--- config.mk ---
export PLATFORM = sky130hd
export DESIGN_NAME = i2c_slave_regfile
export DESIGN_NICKNAME = d
export VERILOG_FILES = /design/src/rtl/i2c_slave_regfile.sv
export SDC_FILE = /design/constraint.sdc
export NUM_CORES = 1
export LEC_CHECK = 0
export BUFFER_PORTS_ARGS = -buffer_cell sky130_fd_sc_hd__buf_2
export CAP_MARGIN = 5
export CORE_ASPECT_RATIO = 0.9
export CORE_MARGIN = 5
export CORE_UTILIZATION = 55
export DETAILED_ROUTE_END_ITERATION = 7
export PLACE_DENSITY = 0.82
export SLEW_MARGIN = 15
export SYNTH_ARGS = -nofsm -noshare
export SYNTH_HDL_FRONTEND = slang
export SYNTH_SLANG_ARGS = --single-unit
--- constraint.sdc ---
create_clock -name clk -period 6.2 [get_ports clk]
set_clock_uncertainty 0.1 [all_clocks]
set_input_delay 0 -clock clk [delete_from_list [all_inputs] [get_ports clk]]
set_output_delay 0 -clock clk [all_outputs]
set_load 0.02 [all_outputs]
--- src/rtl/i2c_slave_regfile.sv ---
// I2C target with a 16x8 register file: decodes oversampled SCL/SDA into pointer-addressed
// register writes and reads, with auto-incrementing pointer and a core-side read port.
module i2c_slave_regfile #(
  parameter logic [6:0] DEV_ADDR = 7'h50
) (
  input  logic       clk,
  input  logic       rst,
  input  logic       scl_in,
  input  logic       sda_in,
  output logic       sda_oe,
  output logic       busy,
  output logic       wr_strobe,
  output logic [3:0] wr_addr,
  output logic [7:0] wr_data,
  input  logic [3:0] reg_rd_addr,
  output logic [7:0] reg_rd_data
);

  typedef enum logic [3:0] {
    IDLE, DEV, ACK_DEV, PTR, ACK_PTR, WR, ACK_WR, RD, MACK, WAIT_STOP
  } state_t;

  state_t      state_q, state_d;
  logic        sclMeta_q, sclSync_q, sclPrev_q;
  logic        sdaMeta_q, sdaSync_q, sdaPrev_q;
  logic [2:0]  bitCnt_q, bitCnt_d;
  logic [7:0]  shift_q, shift_d;
  logic [3:0]  ptr_q, ptr_d;
  logic        rw_q, rw_d;
  logic        phase_q, phase_d;
  logic        sdaOe_q, sdaOe_d;
  logic        busy_q, busy_d;
  logic        wrStrobe_q, wrStrobe_d;
  logic [3:0]  wrAddr_q, wrAddr_d;
  logic [7:0]  wrData_q, wrData_d;
  logic [7:0]  regs_q [16];
  logic        regWe;

  logic        sclRise, sclFall, startDet, stopDet;
  logic [7:0]  shiftIn;
  logic [7:0]  rdByte;

  // Sync flops idle high so a reset on an idle bus never fakes a START/STOP
  always_ff @(posedge clk) begin
    if (!rst) begin
      sclMeta_q <= 1'b1;
      sclSync_q <= 1'b1;
      sclPrev_q <= 1'b1;
      sdaMeta_q <= 1'b1;
      sdaSync_q <= 1'b1;
      sdaPrev_q <= 1'b1;
    end else begin
      sclMeta_q <= scl_in;
      sclSync_q <= sclMeta_q;
      sclPrev_q <= sclSync_q;
      sdaMeta_q <= sda_in;
      sdaSync_q <= sdaMeta_q;
      sdaPrev_q <= sdaSync_q;
    end
  end

  assign sclRise  = sclSync_q & ~sclPrev_q;
  assign sclFall  = ~sclSync_q & sclPrev_q;
  assign startDet = sclSync_q & sdaPrev_q & ~sdaSync_q;
  assign stopDet  = sclSync_q & ~sdaPrev_q & sdaSync_q;
  assign shiftIn  = {shift_q[6:0], sdaSync_q};
  assign rdByte   = regs_q[ptr_q];

  always_ff @(posedge clk) begin
    if (!rst) begin
      state_q    <= IDLE;
      bitCnt_q   <= '0;
      shift_q    <= '0;
      ptr_q      <= '0;
      rw_q       <= 1'b0;
      phase_q    <= 1'b0;
      sdaOe_q    <= 1'b0;
      busy_q     <= 1'b0;
      wrStrobe_q <= 1'b0;
      wrAddr_q   <= '0;
      wrData_q   <= '0;
    end else begin
      state_q    <= state_d;
      bitCnt_q   <= bitCnt_d;
      shift_q    <= shift_d;
      ptr_q      <= ptr_d;
      rw_q       <= rw_d;
      phase_q    <= phase_d;
      sdaOe_q    <= sdaOe_d;
      busy_q     <= busy_d;
      wrStrobe_q <= wrStrobe_d;
      wrAddr_q   <= wrAddr_d;
      wrData_q   <= wrData_d;
    end
  end

  // Written on the same edge that raises wr_strobe, so the new byte is visible during the strobe
  always_ff @(posedge clk) begin
    if (!rst) begin
      for (int i = 0; i < 16; i++) regs_q[i] <= '0;
    end else if (regWe) begin
      regs_q[ptr_q] <= shiftIn;
    end
  end

  // phase_q: in ACK states marks "ACK driven, waiting for closing fall";
  // in MACK marks "master ACKed, waiting for the fall to load the next byte"
  always_comb begin
    state_d    = state_q;
    bitCnt_d   = bitCnt_q;
    shift_d    = shift_q;
    ptr_d      = ptr_q;
    rw_d       = rw_q;
    phase_d    = phase_q;
    sdaOe_d    = sdaOe_q;
    busy_d     = busy_q;
    wrStrobe_d = 1'b0;
    wrAddr_d   = wrAddr_q;
    wrData_d   = wrData_q;
    regWe      = 1'b0;

    if (stopDet) begin
      state_d = IDLE;
      sdaOe_d = 1'b0;
      busy_d  = 1'b0;
      phase_d = 1'b0;
    end else if (startDet) begin
      state_d  = DEV;
      bitCnt_d = '0;
      shift_d  = '0;
      sdaOe_d  = 1'b0;
      busy_d   = 1'b0;
      phase_d  = 1'b0;
    end else begin
      case (state_q)
        DEV: begin
          if (sclRise) begin
            shift_d  = shiftIn;
            bitCnt_d = bitCnt_q + 3'd1;
            if (bitCnt_q == 3'd7) begin
              if (shiftIn[7:1] == DEV_ADDR) begin
                state_d = ACK_DEV;
                rw_d    = shiftIn[0];
                busy_d  = 1'b1;
              end else begin
                state_d = IDLE;
              end
            end
          end
        end

        PTR, WR: begin
          if (sclRise) begin
            shift_d  = shiftIn;
            bitCnt_d = bitCnt_q + 3'd1;
            if (bitCnt_q == 3'd7) begin
              if (state_q == PTR) begin
                ptr_d   = shiftIn[3:0];
                state_d = ACK_PTR;
              end else begin
                regWe      = 1'b1;
                wrStrobe_d = 1'b1;
                wrAddr_d   = ptr_q;
                wrData_d   = shiftIn;
                ptr_d      = ptr_q + 4'd1;
                state_d    = ACK_WR;
              end
            end
          end
        end

        ACK_DEV, ACK_PTR, ACK_WR: begin
          if (sclFall) begin
            if (!phase_q) begin
              sdaOe_d = 1'b1;
              phase_d = 1'b1;
            end else begin
              phase_d  = 1'b0;
              bitCnt_d = '0;
              if (state_q == ACK_DEV && rw_q) begin
                shift_d = rdByte;
                sdaOe_d = ~rdByte[7];
                state_d = RD;
              end else begin
                sdaOe_d = 1'b0;
                state_d = (state_q == ACK_DEV) ? PTR : WR;
              end
            end
          end
        end

        // The shifter rotates so the bit on SDA is always shift_q[7]
        RD: begin
          if (sclFall) begin
            if (bitCnt_q == 3'd7) begin
              sdaOe_d = 1'b0;
              phase_d = 1'b0;
              state_d = MACK;
            end else begin
              shift_d  = {shift_q[6:0], shift_q[7]};
              sdaOe_d  = ~shift_q[6];
              bitCnt_d = bitCnt_q + 3'd1;
            end
          end
        end

        MACK: begin
          if (!phase_q) begin
            if (sclRise) begin
              if (!sdaSync_q) begin
                ptr_d   = ptr_q + 4'd1;
                phase_d = 1'b1;
              end else begin
                state_d = WAIT_STOP;
                busy_d  = 1'b0;
                sdaOe_d = 1'b0;
              end
            end
          end else if (sclFall) begin
            phase_d  = 1'b0;
            bitCnt_d = '0;
            shift_d  = rdByte;
            sdaOe_d  = ~rdByte[7];
            state_d  = RD;
          end
        end

        default: begin
        end
      endcase
    end
  end

  assign sda_oe      = sdaOe_q;
  assign busy        = busy_q;
  assign wr_strobe   = wrStrobe_q;
  assign wr_addr     = wrAddr_q;
  assign wr_data     = wrData_q;
  assign reg_rd_data = regs_q[reg_rd_addr];

endmodule

[After elaboration in Yosys (flattened, before gate mapping)]
Memory sizes are Yosys's and may differ from the RTL's. A register that Yosys moved wholly into a read port is not among the register bits.
Index checks and enable logic that the tools add are counted.
Storage, ports and cells
  bits in registers: 42
  latch bits: 0
  RAM bits: 128
  ROM bits: 0
  input bits: 8
  output and inout port bits: 23
  logic and storage cells: 185
  memories kept: 1
Cells by class
  add/sub/neg operators: 2
  multiply operators: 0
  div/mod/pow operators: 0
  magnitude comparators: 0
  equal/unequal tests: 42
  shift operators: 0
  mux-type cells: 83
  bitwise logic cells: 16
  reduce and logical (&&, ||, !) cells: 23
Memory list
  regs_q: depth 16, bits a word 8, read ports 2, clocked after Yosys merged registers in 1, write ports 16, line 36  | logic [7:0] regs_q [16];
Operator list (number)
  2-to-1 mux 4 bit: 21
  2-to-1 mux 8 bit: 10
  != test 3 bit, second input constant: 15
  2-to-1 mux 1 bit: 33
  case mux 8 bit (4 select lines): 1
  2-to-1 mux 3 bit: 10
  != test 2 bit, second input constant: 13
  AND reduction 12 bit: 2
  case mux 4 bit (5 select lines): 1
  AND reduction 6 bit: 3
  equality test 4 x 3 -> 1 bit, second input constant: 4
  != test 4 bit, second input constant: 3
  case mux 3 bit (4 select lines): 1
  NOT 1 bit: 10
  AND reduction 10 bit: 1
  nonzero test 5 bit: 2
  AND reduction 9 bit: 1
  OR reduction 3 bit: 3
  equality test 4 x 2 -> 1 bit, second input constant: 2
  case mux 4 bit (2 select lines): 1
  AND reduction 8 bit: 1
  OR reduction 8 bit: 1
  equality test 7 bit, second input constant: 1
  AND reduction 7 bit: 1
  16 further kinds: 25

[Logic depth before layout (Yosys ltp)]
  word-level depth: 12
  depth in mapped cells: 8
  gate-level depth less buffers: 7

[Worst setup path after synthesis]
No wires, ideal clock.
  kind: flip-flop to flip-flop
  start: reg bitCnt_q[0]
  end: mem regs_q[13][0] (enable)
  library setup time: 0.334 ns
  arrival: 2.132 ns
  required time: 5.766 ns
  setup slack: 3.634 ns
  cell stages (with the launch flop): 8
  buffers on the path: 1
  clock period less this slack: 2.566 ns
  cells stage by stage: dfxtp_1 -> ha_1 -> ha_1 -> nand3_1 -> or4_4 -> buf_2 -> nor3_2 -> nand2b_1
RTL lines
  from (decl): line 26  | logic [2:0] bitCnt_q, bitCnt_d;
  from (signal assigned): line 84  | bitCnt_q <= bitCnt_d;
  to (decl): line 36

[Worst setup path in the final report]
  start: reg state_q[2]
  end: reg shift_q[0]
On the way
  word-level cells in the longest chain between the ends: 4
  elaborated cells on any way between the ends: 23
  classes of those cells: eq/ne (16); mux (2); reduce/logical (5)
Ends and longest elaborated chain
  from (decl): line 23  | state_t state_q, state_d;
  from (signal assigned): line 83  | state_q <= state_d;
  equality test 4 x 2 -> 1 bit, or another cell as far along: line 135, 180
  OR reduction 3 bit, or another cell as far along: line 135  | case (state_q)
  != test 3 bit (no source line), or another cell as far along
  AND reduction 10 bit (no source line) / 2-to-1 mux 8 bit (equally long branches)
  to (signal assigned): line 85  | shift_q <= shift_d;
  to (decl): line 27  | logic [7:0] shift_q, shift_d;
Several ways; a longest one is shown, not always the timed one.
A chain may end at the register's enable or synchronous reset.

==> flow_metrics.py <==
metrics = {
    "worst_setup_path": {
        "r2r_end": "shift_q[0]$_SDFFE_PN0P_",
        "startpoint_type": "register",
        "reg2reg_from": "state_q[2]$_SDFFE_PP0P_",
        "critPathCaptureType": "register",
        "crit_type": "reg -> reg",
        "worstPathArrival_ps": 3930,
        "r2r_cells": 5,
        "rrSetupSlack_ps": 2520,
        "required_ps": 6440,
        "cp_max_fo": 22,
    },
    "timing": {
        "slew_viol_final": 0,
        "final.min_clock_period_ps": 3680,
        "max_freq_ghz": 0.272,
        "maxSlewHeadroom_pct": 21.3,
        "rsz0062_at_grt": "no",
        "setup-tns-final_ps": 0,
        "worst_slack_ps": 2520,
        "hold_viol": 0,
        "finalCritPeriodShare_pct": 59.4,
        "setup_violations": 0,
        "worstMarginPinSlew_ps": 1180,
    },
    "floorplanning": {
        "ios": 31,
        "num_rows": 45,
        "dieArea_um2": 20200,
        "die_y_um": 135,
        "fp.dieW_um": 149,
        "start_util_pct": 56.6,
        "core_area_um2": 17000,
    },
    "cts": {
        "worst_skew_pair.late_latency_ps": 430,
        "clock-sinks": 174,
        "clk_pin_slew_ps": 70,
        "ctsLongestPathBuffers": 2,
        "cts_buffers": 17,
        "htreeDepth": 4,
        "root_buffer": "clkbuf_16",
        "cts_tree": "yes",
        "cts_setup_buffers": 0,
        "hold_buffers": 2,
        "cts_resized": 0,
    },
    "logic_synthesis": {
        "synth_area_um2": 9620,
        "synthFlopType": "edfxtp_1",
        "syn-num-nets": 754,
        "yosysSeqAreaShare_pct": 49.5,
        "synth_seq_cells": 174,
        "avgSynthCellArea_um2": 13.0,
        "synthArstFlopShare_pct": 0,
        "ys_warn_count": 0,
        "synth_edf_count": 128,
        "ys_types": 74,
        "synthCells": 740,
    },
    "final_layout": {
        "syn_to_final_growth_pct": 9.13,
        "drive_gt1_share_pct": 23.7,
        "utilization_pct": 61.8,
        "diodes": 0,
        "fin_nets": 745,
    },
    "detailed_routing": {
        "via_count": 6650,
        "drc": 0,
        "routedWlPerCell_um": 26.0,
        "drt-initial-drc-count": 978,
        "first_pass_iters": 5,
        "routed_via_density": 6.79,
        "ant_nets": 0,
        "finalWirelength_um": 25500,
    },
    "placement": {
        "dp_hpwl_um": 17500,
        "gp_congestion": 0.969,
        "post-place-ws_ps": 2650,
        "port_buffers": 30,
    },
    "min_path": {
        "hp-start": "rst",
        "hold_path_class": "in -> reg",
        "hold_depth": 3,
        "min_delay_worst_endpoint": "sdaPrev_q$_SDFF_PN1_",
    },
    "power": {
        "leakagePower_nw": 3.59,
        "power_mw": 2.66,
        "vdd_drop_max_uv": 184,
        "powerDensity_nw_per_um2": 253,
    },
    "grt": {
        "grt_pass1_vias": 6419,
        "track_usage_pct": 26.3,
        "antenna_found_initial": 1,
        "grt_max_degree": 69,
        "grt_pass1_wl_um": 39500,
        "grt-ovfl-total": 0,
    },
    "outcome": {
        "status": "finished clean",
    },
    "job": {
        "max-cap-violations": 0,
    },
}
## flip-flops by register name, indices dropped and copies added (netlist names), named ones only
name	flops
bitCnt_q	3
busy	1
phase_q	1
ptr_q	4
regs_q	128
rw_q	1
sclMeta_q	1
sclPrev_q	1
sclSync_q	1
sdaMeta_q	1
sdaPrev_q	1
sdaSync_q	1
sda_oe	1
shift_q	8
state_q	4
wr_addr	4
wr_data	8
wr_strobe	1
## worst max-delay path: stages (launching register included)
cell	delay, ps
dfxtp_1	790
nor3b_1	190
o21ai_1	940
o32ai_2	520
or4_1	800
o211ai_1	250
## metal layers
metal	part of all wire [%]	track usage (%)
met2	45	39.3
met1	38	36.7
met3	13	7.46
met4	3.8	10.4
met5	0.051	0
## synth_stat cells, types with 3 or more instances
cell type,instances,area [um2]
a21boi_0,4,30.0
nor2_1,12,45.0
edfxtp_1,128,3840
buf_2,18,90.1
nand2_1,44,165
clkbuf_1,42,158
nor4_1,14,87.6
dfxtp_1,46,921
nand3b_1,3,22.5
o31ai_1,16,120
a31oi_1,5,31.3
nor3_1,7,35.0
a211oi_1,4,30.0
buf_1,5,18.8
mux4_2,79,1780
ha_1,6,75.1
inv_1,7,26.3
nor2b_1,4,25.0
nand2b_1,25,156
and3_1,19,119
a21oi_1,11,55.1
a21boi_1,10,75.1
and2_1,119,744
mux2i_1,11,110
a22oi_1,3,22.5
nor3_2,12,120
o21ai_0,8,40.0
o211ai_1,9,67.6
nand3_1,7,35.0
## cell usage in the layout, fill, tap and decap left out, types with 11 or more instances in the layout
master / Yosys / final
nand2_1: 44 / 44
nand2b_1: 25 / 25
dfxtp_1: 46 / 45
nor2_1: 12 / 12
buf_2: 18 / 30
a21oi_1: 11 / 11
and3_1: 19 / 19
clkbuf_16: 0 / 17
nor4_1: 14 / 13
nor3_2: 12 / 12
mux4_2: 79 / 79
and2_1: 119 / 119
mux2i_1: 11 / 11
o31ai_1: 16 / 16
edfxtp_1: 128 / 128
## report_power, final
group / internal [mW] / switching, mW / total (mW)
Clock: 0.682 / 0.473 / 1.16
Combinational: 0.0800 / 0.0909 / 0.171
Sequential: 1.29 / 0.0382 / 1.33
Total: 2.05 / 0.602 / 2.66
## layout make-up
class,instances,area (um2)
multi-input combinational,492,4560
fill,1275,6500
inverter,8,30.0
tap,235,294
sequential,174,4770
clock inverter,15,205
clock buffer,17,425
timing repair buffer,38,215
## through the flow
step	hold slack, ps	cell area, um2	std cells
2_1_floorplan	1.47	9620	740
3_3_place_gp	85.1	9840	945
3_5_place_dp	85.4	9840	945
4_1_cts	52.5	10500	979
5_1_grt	90.9	10500	979
6_report	72.8	10500	979
## logic make-up after synthesis
group	synth area share [%]
compound gates	7.49
xor+xnor	0.0910
fa+ha+maj	0.780
buf+inv	3.20
flops	49.5
mux	19.9
simple gates	19.1
## worst max path at each step
stage | from | end | cells past startpoint
2_1_floorplan | bitCnt_q[0]$_SDFFE_PN0P_ | regs_q[13][0]$_SDFFCE_PN0P_ | 7
3_3_place_gp | state_q[2]$_SDFFE_PP0P_ | shift_q[7]$_SDFFE_PN0P_ | 5
3_5_place_dp | state_q[2]$_SDFFE_PP0P_ | shift_q[0]$_SDFFE_PN0P_ | 5
4_1_cts | state_q[1]$_SDFFE_PP0P_ | shift_q[0]$_SDFFE_PN0P_ | 5
5_1_grt | state_q[2]$_SDFFE_PP0P_ | shift_q[4]$_SDFFE_PN0P_ | 5
6_report | state_q[2]$_SDFFE_PP0P_ | shift_q[0]$_SDFFE_PN0P_ | 5
(Power assumes the default switching activity.)
